**config.mk**
```make
export PLATFORM = sky130hd
export DESIGN_NAME = jk_excite_seq
export DESIGN_NICKNAME = d
export VERILOG_FILES = /design/src/rtl/jk_seq_pkg.sv /design/src/rtl/jk_excite_seq_exc.sv /design/src/rtl/jk_excite_seq.sv
export SDC_FILE = /design/constraint.sdc
export NUM_CORES = 1
export LEC_CHECK = 0
export CAP_MARGIN = 20
export CORE_UTILIZATION = 38
export CTS_CLUSTER_DIAMETER = 50
export DETAILED_ROUTE_END_ITERATION = 7
export PLACE_DENSITY_LB_ADDON = 0.08
export SYNTH_ARGS = -nofsm -noshare
export SYNTH_HDL_FRONTEND = slang
export SYNTH_SLANG_ARGS = --single-unit
```
**constraint.sdc**
```tcl
create_clock -name clk -period 4.2 [get_ports clk]
set_input_delay 0.63 -clock clk [delete_from_list [all_inputs] [get_ports clk]]
set_output_delay 0.63 -clock clk [all_outputs]
set_load 0.01 [all_outputs]
```
**src/rtl/jk_seq_pkg.sv**
```systemverilog
// Shared types and helpers for the JK bank excitation sequencer.
//   - jk_state_e : controller state encoding (INIT, IDLE, ERR)
//   - jk_exc_t   : per-bit excitation code, packed as {j, k}
//   - next_count : modulo up/down step used by the sequencer
package jk_seq_pkg;

  typedef enum logic [1:0] {
    INIT = 2'd0,
    IDLE = 2'd1,
    ERR  = 2'd2
  } jk_state_e;

  typedef logic [1:0] jk_exc_t;

  localparam jk_exc_t EXC_HOLD = 2'b00;  // j=0 k=0
  localparam jk_exc_t EXC_CLR  = 2'b01;  // j=0 k=1
  localparam jk_exc_t EXC_SET  = 2'b10;  // j=1 k=0
  localparam jk_exc_t EXC_TGL  = 2'b11;  // j=1 k=1

  // One modulo-mod step from p in the requested direction.
  function automatic int unsigned next_count(input int unsigned p,
                                             input logic        up,
                                             input int unsigned mod);
    if (up) begin
      return (p == mod - 32'd1) ? 32'd0 : p + 32'd1;
    end
    return (p == 32'd0) ? mod - 32'd1 : p - 32'd1;
  endfunction

endpackage

```
**src/rtl/jk_excite_seq_exc.sv**
```systemverilog
// Combinational J/K excitation for a bank moving from cur to nxt.
// Unchanged bits get hold (0/0). Changing bits get set/clear, or toggle (1/1)
// when JK_TOGGLE_EXC_EN is defined.
// Ports:
//   cur  in  WIDTH  value the bank will hold before the edge
//   nxt  in  WIDTH  value the bank must hold after the edge
//   j_c  out WIDTH  J inputs (combinational)
//   k_c  out WIDTH  K inputs (combinational)
module jk_excite
  import jk_seq_pkg::*;
#(
  parameter int unsigned WIDTH = 4
) (
  input  logic [WIDTH-1:0] cur,
  input  logic [WIDTH-1:0] nxt,
  output logic [WIDTH-1:0] j_c,
  output logic [WIDTH-1:0] k_c
);

  jk_exc_t exc [WIDTH];

  // Per-bit excitation code, then split into the J and K vectors.
  always_comb begin
    j_c = '0;
    k_c = '0;
    for (int i = 0; i < int'(WIDTH); i++) begin
      exc[i] = EXC_HOLD;
`ifdef JK_TOGGLE_EXC_EN
      if (cur[i] != nxt[i]) exc[i] = EXC_TGL;
`else
      if (cur[i] != nxt[i]) exc[i] = nxt[i] ? EXC_SET : EXC_CLR;
`endif
      j_c[i] = exc[i][1];
      k_c[i] = exc[i][0];
    end
  end

endmodule

```
**src/rtl/jk_excite_seq.sv**
```systemverilog
// Driver for an external bank of posedge JK flip-flops. Produces registered
// J/K so the bank follows a modulo-MOD up/down count or a loaded value, and
// compares the bank's Q read-back against the expected value (sticky err).
// Optional macro: JK_TOGGLE_EXC_EN (toggle excitation, see jk_excite).
// Ports:
//   clk, rst        clock (shared with the bank), async active-high reset
//   load_valid/ready/val  load handshake; ready only in IDLE
//   en, up          count enable and direction (1 = up)
//   q_fb            bank Q read-back
//   j, k            registered bank excitation
//   tc              registered terminal-count pulse
//   chk_vld         q_fb is being checked
//   err             sticky divergence flag
module jk_excite_seq
  import jk_seq_pkg::*;
#(
  parameter int unsigned WIDTH = 4,
  parameter int unsigned MOD   = 10
) (
  input  logic             clk,
  input  logic             rst,
  input  logic             load_valid,
  output logic             load_ready,
  input  logic [WIDTH-1:0] load_val,
  input  logic             en,
  input  logic             up,
  input  logic [WIDTH-1:0] q_fb,
  output logic [WIDTH-1:0] j,
  output logic [WIDTH-1:0] k,
  output logic             tc,
  output logic             chk_vld,
  output logic             err
);

  localparam logic [WIDTH-1:0] CNT_MAX = WIDTH'(MOD - 32'd1);

  jk_state_e        state_q, state_d;
  logic [WIDTH-1:0] p_q, p_d;
  logic [WIDTH-1:0] c_q, c_d;
  logic [WIDTH-1:0] j_q, j_d;
  logic [WIDTH-1:0] k_q, k_d;
  logic             tc_q, tc_d;
  logic             chk_vld_q, chk_vld_d;
  logic             err_q, err_d;

  logic [WIDTH-1:0] nxt_c;
  logic             wrap_c;
  logic [WIDTH-1:0] exc_j_c, exc_k_c;

  assign load_ready = (state_q == IDLE);

  // Next planned value: load (saturated) beats count beats hold.
  always_comb begin
    nxt_c  = p_q;
    wrap_c = 1'b0;
    if (load_valid && load_ready) begin
      nxt_c = (32'(load_val) >= MOD) ? CNT_MAX : load_val;
    end else if (en) begin
      nxt_c  = WIDTH'(next_count(32'(p_q), up, MOD));
      wrap_c = up ? (p_q == CNT_MAX) : (p_q == '0);
    end
  end

  jk_excite #(.WIDTH(WIDTH)) u_exc (
    .cur (p_q),
    .nxt (nxt_c),
    .j_c (exc_j_c),
    .k_c (exc_k_c)
  );

  // Controller: INIT releases the clear, IDLE steps and checks, ERR holds.
  always_comb begin
    state_d   = state_q;
    p_d       = p_q;
    c_d       = c_q;
    j_d       = '0;
    k_d       = '0;
    tc_d      = 1'b0;
    chk_vld_d = chk_vld_q;
    err_d     = err_q;
    unique case (state_q)
      INIT: begin
        c_d       = '0;
        chk_vld_d = 1'b1;
        state_d   = IDLE;
      end
      IDLE: begin
        if (chk_vld_q && (q_fb != c_q)) begin
          state_d   = ERR;
          err_d     = 1'b1;
          chk_vld_d = 1'b0;
        end else begin
          j_d  = exc_j_c;
          k_d  = exc_k_c;
          tc_d = wrap_c;
          p_d  = nxt_c;
          c_d  = p_q;
        end
      end
      ERR: begin
        chk_vld_d = 1'b0;
      end
      default: begin
        state_d = INIT;
      end
    endcase
  end

  // Reset drives a clear command (j=0, k=1s) straight onto the bank.
  always_ff @(posedge clk or posedge rst) begin
    if (rst) begin
      state_q   <= INIT;
      p_q       <= '0;
      c_q       <= '0;
      j_q       <= '0;
      k_q       <= '1;
      tc_q      <= 1'b0;
      chk_vld_q <= 1'b0;
      err_q     <= 1'b0;
    end else begin
      state_q   <= state_d;
      p_q       <= p_d;
      c_q       <= c_d;
      j_q       <= j_d;
      k_q       <= k_d;
      tc_q      <= tc_d;
      chk_vld_q <= chk_vld_d;
      err_q     <= err_d;
    end
  end

  assign j       = j_q;
  assign k       = k_q;
  assign tc      = tc_q;
  assign chk_vld = chk_vld_q;
  assign err     = err_q;

endmodule

```
==> results.md, run 1 <==
* DR vias at 927
* Area of the multi-input gates at 586 sq um
* CTS sink count at 21
* Setup-failing EPs final at 0
* Synth Net Count at 135
* Fin nets at between 150 and 200
* Power per cell area at between 600 and 700 nW/um^2
* Commonest non-fill, non-tap cells in the layout: clkdlybuf4s50_1, dfrtp_1, inv_1, a21oi_1, nor3_1
* FF-to-FF setup slack at 2.18 ns
* Synth unique cells at 43
* Post-Syn Area at between 1000 and 1500 sq um
* Static Leak at approximately 0.65 nW
* Die width at about 58 um
* All-Layer GR Usage at 0.162
* Layout area overhead at 23.2%
* Die area at 3380 sq um
* Routed WL at 2490 um
* Worst-margin pin slew at 0.769 ns
* Final setup TNS at 0 ns
* Met1 Use GR at 0.227
* Capturing element type of the critical path: output port
* Die Y at around 58 um
* Core region area at ~3000 sq um
* RSZ-0062 raised after global routing: no
* Slowest stage cell, crit path: clkdlybuf4s50_1
* Worst Path Required at ~3.6 ns
* Met2 Resource Use GR at 0.243
* Initial antenna violation count at 0
* Row Count at 20
* Post-Syn Instances at 118
* Hold Crit Class: flip-flop to flip-flop
* CP startpoint kind: flip-flop
* Post-DRT Antenna Nets at 0
* Fin crit period at 2.48 ns
* Outcome: finished clean
* Yosys warnings at 0
* Drt wl/cell at 13.7 um
* Max-slew violations at 0
* Register area at roughly 530 sq um
* Worst flop-to-flop path endpoint: p_q[3]$_DFFE_PP0P_
* Number of synthesized flops with an enable pin at 0
* Share of cells above drive strength 1 at 0.109
* Placer Congestion at 0.781
* DP HPWL at 1770 um
* Final Skew at 0.00219 ns
* Max Fclk at 403 MHz
* Busiest grt layer: met2
* Critical Path Max Stage Delay at slightly above 0.6 ns
* Grt met3 use at 0.0446
* Hold_buf cts at 0
* Fin. Hold Viols at 0
* Hold Path Cell Cnt at 1
* WP data arrival at 1.85 ns
* Top_reg_cell synth: dfrtp_1
* Worst Min Path Start: err$_DFFE_PP0P_
* Post-synth ARST share at 1.00
* H-tree levels at 1
* Final cell utilization of the core at 0.488
* Most common cell after layout, fill and taps aside: clkdlybuf4s50_1
* Remaining global-route overflow at 0
* Relative slew slack at 0.486
* Worst skew pair latency at 0.31 ns
* Worst-path maximum fanout at 10
* DR iter-0 viols at 22
* Worst r2r src: state_q[1]$_DFFE_PP0P_
* Filler Cell Count at 300
* First-pass DRT Iterations at 4
* #FFs+latches synth at 21
* CTS tree: yes
* Register area share after synthesis at 0.443
* Root Buffer: clkbuf_4
* Post-CTS Resized at 0
* Vias in the first global route at 835
* Cells on worst reg2reg path at 6
* Max Cap Viol at 0
* Pin count of the biggest net entering global routing at 22
* Reg clk slew, reported paths at around 0.12 ns
* Worst vdd ir at 0.400 mV
* Antenna Cells at 0
* Synth Area per Inst at 10.2 sq um
* Clk buf depth at 2
* Hold Path End: err$_DFFE_PP0P_
* Vias/cell at 5.12
* TritonCTS Buffers at 3
* # Post-CTS Setup Buffers at 0
* Share of the clock period used by the worst path at 0.590
* Initial Util at 0.396
* Drt drc at 0
* Port Buf Inserts at 24
* Ordered list of cells on the worst path: inv_1, ha_1, clkdlybuf4s50_1
* CP Class: flip-flop to output port
* First-pass GRT wire length at 4040 um
* # IOs at 25
==> Yosys cell counts, drive strengths merged, types with 2 or more instances <==
master / instances / share of area
a31oi: 2 / 0.010
ha: 4 / 0.042
nor2: 3 / 0.0094
inv: 10 / 0.031
nor3: 6 / 0.025
a21o: 2 / 0.014
o21ai: 4 / 0.017
xnor2: 2 / 0.015
a21oi: 6 / 0.025
o31ai: 2 / 0.013
nand2: 5 / 0.016
dfrtp: 17 / 0.35
nor2b: 3 / 0.016
mux2: 2 / 0.019
and2: 2 / 0.011
buf: 4 / 0.022
clkbuf: 5 / 0.016
xor2: 5 / 0.037
dfstp: 4 / 0.088
o2111ai: 2 / 0.015
mux2i: 3 / 0.025
and3: 5 / 0.026
a22o: 5 / 0.038
==> cell families (layout without fill, tap and decap cells) <==
kind of cell / after synthesis / in the layout / share of synthesized area
fa+ha+maj: 4 / 4 / 0.0418
simple gates: 32 / 32 / 0.152
buf+inv: 19 / 38 / 0.0689
flops: 21 / 21 / 0.443
xor+xnor: 7 / 7 / 0.0511
mux: 5 / 5 / 0.0438
compound gates: 30 / 30 / 0.199
==> how the worst max path moves through the flow <==
stage	slack [ns]	from	cells past startpoint	end
finish	1.72	state_q[1]$_DFFE_PP0P_	3	load_ready
detailed placement	1.61	q_fb[3]	5	p_q[1]$_DFFE_PP0P_
global placement	1.66	q_fb[3]	5	p_q[1]$_DFFE_PP0P_
CTS	1.73	state_q[1]$_DFFE_PP0P_	3	load_ready
floorplan	2.19	q_fb[3]	5	p_q[1]$_DFFE_PP0P_
global route	1.62	state_q[1]$_DFFE_PP0P_	3	load_ready
==> power by group <==
group | total (W) | switching [W] | internal (W)
sequential | 0.000374 | 0.0000993 | 0.000274
combinational | 0.000472 | 0.000238 | 0.000234
clock | 0.0000988 | 0.0000633 | 0.0000356
total | 0.000945 | 0.000401 | 0.000544
==> sequential cells by signal (all words and copies together), names as in the netlist <==
name	count
state_q	2
err	1
c_q	4
chk_vld	1
tc	1
j	4
p_q	4
k	4
==> through the flow <==
stage                     hold WS (ns)  instances  setup WS (ns)  area, sq um  total power (W)
after global placement           0.452        177           1.66         1450         0.000838
after global routing             0.496        181           1.62         1480          0.00102
after floorplan                  0.485        118           2.19         1200         0.000715
final                            0.481        181           1.72         1480         0.000945
after CTS                        0.483        181           1.73         1480         0.000951
after detailed placement         0.451        177           1.61         1450         0.000851
==> layout make-up <==
type / count / share of cell area
clock buffer: 3 / 0.0153
clock inverter: 1 / 0.00339
inverter: 10 / 0.0254
multi-input combinational: 78 / 0.397
sequential: 21 / 0.359
tap: 44 / 0.0373
timing repair buffer: 24 / 0.163
==> per-layer routing <==
metal  share of wire  vias up
li1                -      456
met1            0.50      448
met3           0.036        2
met5               0        -
met2            0.46       21
met4          0.0060        0
==> worst max-delay path: cells and delay by family (launching register included) <==
family	cells	cell delay, ns
adders and majority gates	1	0.40
DFF	1	0.42
buffers and inverters	2	0.73
(Power assumes the default switching activity.)
==> inputs of run 2 (changes only) <==
==> constraint.sdc (replaced) <==
create_clock -name clk -period 2.2 [get_ports clk]
set_input_delay 0.33 -clock clk [delete_from_list [all_inputs] [get_ports clk]]
set_output_delay 0.33 -clock clk [all_outputs]
set_load 0.01 [all_outputs]
==> run 2 against run 1 <==
  * Cell area increased by 3.2%
  * Setup slack got worse by 1.6 ns
  * Total power increased by 97%
  * Clock power increased by 84%
  * Cell count increased by 3.3%
  * Non-clock buffer count increased by 6
  * Worst hold slack got worse by 0.13 ns
  * Largest power group unchanged
  * Highest routed layer unchanged
==> results.md, run 2 (synthesized netlist as in run 1, its figures left out) <==
* Initial Util at 0.396
* Remaining global-route overflow at 0
* DR iter-0 viols at 25
* Pin count of the biggest net entering global routing at 22
* CTS sink count at 21
* Max-slew violations at 0
* CTS tree: yes
* Clk buf depth at 2
* Slowest stage cell, crit path: clkdlybuf4s50_1
* Drt drc at 0
* # IOs at 25
* First-pass GRT wire length at 4300 um
* Filler Cell Count at 301
* Layout Cells excl Fill at 187
* Die area at 3380 sq um
* Most common cell after layout, fill and taps aside: clkdlybuf4s50_1
* Fin. Hold Viols at 0
* Ordered list of cells on the worst path: inv_1, ha_2, clkdlybuf4s50_1
* Final cell utilization of the core at 0.503
* Share of cells above drive strength 1 at 0.154
* Worst-path maximum fanout at 10
* Worst vdd ir at 0.700 mV
* Static Leak at 0.676 nW
* Vias in the first global route at 935
* H-tree levels at 1
* RSZ-0062 raised after global routing: no
* Capturing element type of the critical path: output port
* CP startpoint kind: flip-flop
* Total placed cells including tap cells at 183
* # Post-CTS Setup Buffers at 0
* Drt wl/cell at 13.5 um
* Die width at just under 60 um
* TritonCTS Buffers at 3
* Post-CTS Resized at 0
* Fin nets at between 150 and 200
* Relative slew slack at 0.714
* Commonest non-fill, non-tap cells in the layout: clkdlybuf4s50_1, dfrtp_1, inv_1
* Placer Congestion at 0.776
* Power per cell area at 1220 nW/um^2
* Hold Crit Class: primary input to asynchronous set/reset pin
* Max Fclk at between 400 and 500 MHz
* Port Buf Inserts at 24
* Worst-margin pin slew at 0.424 ns
* Max Cap Viol at 0
* DP HPWL at roughly 1800 um
* Antenna Cells at 0
* Root Buffer: clkbuf_4
* Share of the clock period used by the worst path at 0.925
* WP data arrival at 1.71 ns
* Outcome: finished clean
* Layout area overhead at 27.1%
* DR vias at 945
* Hold_buf cts at 0
* Routed WL at 2520 um
* Worst Path Required at about 1.9 ns
* First-pass DRT Iterations at 4
* Fin crit period at 2.04 ns
* Worst skew pair latency at 0.30 ns
* Post-DRT Antenna Nets at 0
* Final Skew at ~0.0039 ns
* Core region area at 3030 sq um
* All-Layer GR Usage at 0.168
* CP Class: flip-flop to output port
* Initial antenna violation count at 0
* Hold Slack at 0.349 ns
* Critical Path Max Stage Delay at 0.58 ns
* Vias/cell at 5.05
* Final setup TNS at 0 ns
* Reg clk slew, reported paths at about 0.11 ns
* Setup-failing EPs final at 0
* Row Count at 20
* Die Y at 58.2 um
[run 2: layout make-up]
type | count | area [sq um] | share of cell area
clock inverters | 1 | 5.00 | 0.00328
flip-flops and latches | 21 | 531 | 0.348
multi-input cells | 78 | 588 | 0.386
inverters | 10 | 37.5 | 0.0246
repair buffers | 30 | 285 | 0.187
clock buffers | 3 | 22.5 | 0.0148
well taps | 44 | 55.1 | 0.0361
[run 2: worst paths after layout]
path | depth (start not counted) | slack, ns | from | endpoint
setup reg to reg | 6 | 0.31 | state_q[1]$_DFFE_PP0P_ | p_q[1]$_DFFE_PP0P_
min in group clk | 1 | 0.49 | err$_DFFE_PP0P_ | err$_DFFE_PP0P_
setup / recovery | 3 | 0.16 | state_q[1]$_DFFE_PP0P_ | load_ready
hold reg to reg | 1 | 0.49 | err$_DFFE_PP0P_ | err$_DFFE_PP0P_
hold / removal | 3 | 0.35 | rst | j[0]$_DFF_PP0_
max in group asynchronous | 3 | 1.58 | rst | k[3]$_DFF_PP1_
[run 2: stage by stage]
stage	power, W	setup slack, ns	cell area (sq um)
5_1_grt	0.00202	0.0621	1520
2_1_floorplan	0.00137	0.427	1200
3_3_place_gp	0.00166	0.126	1490
3_5_place_dp	0.00168	0.0993	1490
4_1_cts	0.00188	0.0351	1520
6_report	0.00186	0.165	1520
[run 2: critical path, delay by kind of cell, from the launching register on]
| kind | cells | cell delay, ns |
|---|---|---|
| buffers and inverters | 2 | 0.69 |
| flip-flops | 1 | 0.42 |
| adder cells (fa/ha/maj) | 1 | 0.31 |
[run 2: metal layers]
layer | wire [um] | GRT usage
met2 | 1220 | 0.276
met1 | 1200 | 0.223
met3 | 84 | 0.0469
met4 | 10 | 0.0340
met5 | 0 | 0
[run 2: where the power goes]
group / internal, W / switching [W] / leakage (nW) / total (W)
Combinational: 0.000498 / 0.000492 / 0.403 / 0.000990
Clock: 0.0000678 / 0.000114 / 0.0177 / 0.000182
Sequential: 0.000524 / 0.000163 / 0.255 / 0.000687
==> RTL change: new RTL, settings of run 2 <==
`WIDTH` is set to 4 in 2 places; all go to 8.
--- a/src/rtl/jk_excite_seq_exc.sv
+++ b/src/rtl/jk_excite_seq_exc.sv
@@ -11,3 +11,3 @@
 #(
-  parameter int unsigned WIDTH = 4
+  parameter int unsigned WIDTH = 8
 ) (
--- a/src/rtl/jk_excite_seq.sv
+++ b/src/rtl/jk_excite_seq.sv
@@ -16,3 +16,3 @@
 #(
-  parameter int unsigned WIDTH = 4,
+  parameter int unsigned WIDTH = 8,
   parameter int unsigned MOD   = 10
Ports: changed (resized j, k, load_val and q_fb); port bits go from 25 to 41. The function was not compared with the original's and may differ.
==> RTL change against run 2 <==
Fmax fell by 1.2%; sequential cell count rose by 16; area after synthesis rose by 83%; routed wire length rose by 150%; setup slack got worse by 25 ps; clock power rose to 3.4 times the old value; power rose by 93%; highest routed layer unchanged; design area rose by 96%.
==> RTL change: results (changes against run 2) <==
metric	value	unit	change
drt-total-wl	6.169	mm	+150%
pwr-share-clk	0.171		+0.073
postSynthAreaPerCell	9.384	um2	-7.6%
slowest_delay	520	ps	-60 ps
p_leak	1.260	nW	+86%
grtUsageTotal	0.2207		+0.05237
place_area	2863	um2	+92%
place_congestion	0.8803		+13%
critPathSlowestCell	or4b_1		
worstPathMaxFanout	4		-6
port_buffers	40		+67%
cts_inserted_buffers	5		+2
grt_pass1_wl	10.25	mm	+140%
dr_wl_met2	2.989	mm	+150%
dp_slack	6.430	ps	-92.87 ps
tightest_slew	541.9	ps	+118.3 ps
r2r_end	j[3]		
ys_types	50		+16%
outcome	finished clean		
htreeDepth	2		+1
arrival	2290	ps	+580 ps
seq_area_frac_synth	0.4262		-0.01638
crit_end	j[3]		
hpwl	4.643	mm	+150%
holdWs	449.2	ps	+100.7 ps
viasPerCell	5.531		+9.4%
crit_start	p_q[1]		
crit_family	simple AND/OR/NAND/NOR gates		
comb_power_share	0.554		+0.021
synthTopCellsByArea	dfrtp_1 33%, dfstp_2 9.6%, ha_1 4.6%, o21ai_0 3.6%, xnor2_1 3.6%		
synth_xor_area_frac	0.03590		-0.01525
intPower	0.002126	W	+95%
synth_compound_area_frac	0.2160		+0.01658
synth_nets	263		+95%
nets	329		+100%
skew	3.559	ps	-0.3094 ps
muxShareOfSynthArea	0.03533		-0.008514
synthAdderAreaFrac	0.04558		+0.003830
placed_cells	364		+99%
met1_length	2.737	mm	+130%
cts.clk_slew.worst_paths	70	ps	-40 ps
grt_pass1_vias	2097		+120%
dr_wl_met3	325	um	+290%
==> RTL change: changes by cell type in the layout (fill, tap and decap cells not counted), moves of 8 or more <==
cell             before  now
o21ai_0               4   14
nand2_1               5   20
clkdlybuf4s50_1      24   40
a21oi_1               6   14
buf_4                 6   33
dfrtp_1              17   29
==> RTL change: routing by layer <==
layer | GRT usage | vias to the layer above
met4 | 0.07963 | 0
met1 | 0.2818 | 984
met2 | 0.3708 | 66
li1 | - | 1002
met5 | 0 | -
met3 | 0.04419 | 11
==> RTL change: cell type report <==
type	count	area, um2
multi-input combinational	169	1150
inverter	14	52.55
fill	538	2547
tap	72	90.09
clock buffer	7	86.33
timing repair buffer	73	648.1
clock inverter	1	30.03
sequential	37	935.9
==> RTL change: timing repair <==
action	4_1_cts	5_1_grt
setup buffers	0	1
resized for setup	0	4
setup endpoints to repair	0	10
==> RTL change: worst min-delay path: stages <==
cell and delay [ps]:
clkdlybuf4s50_1 400, inv_1 50, buf_4 400
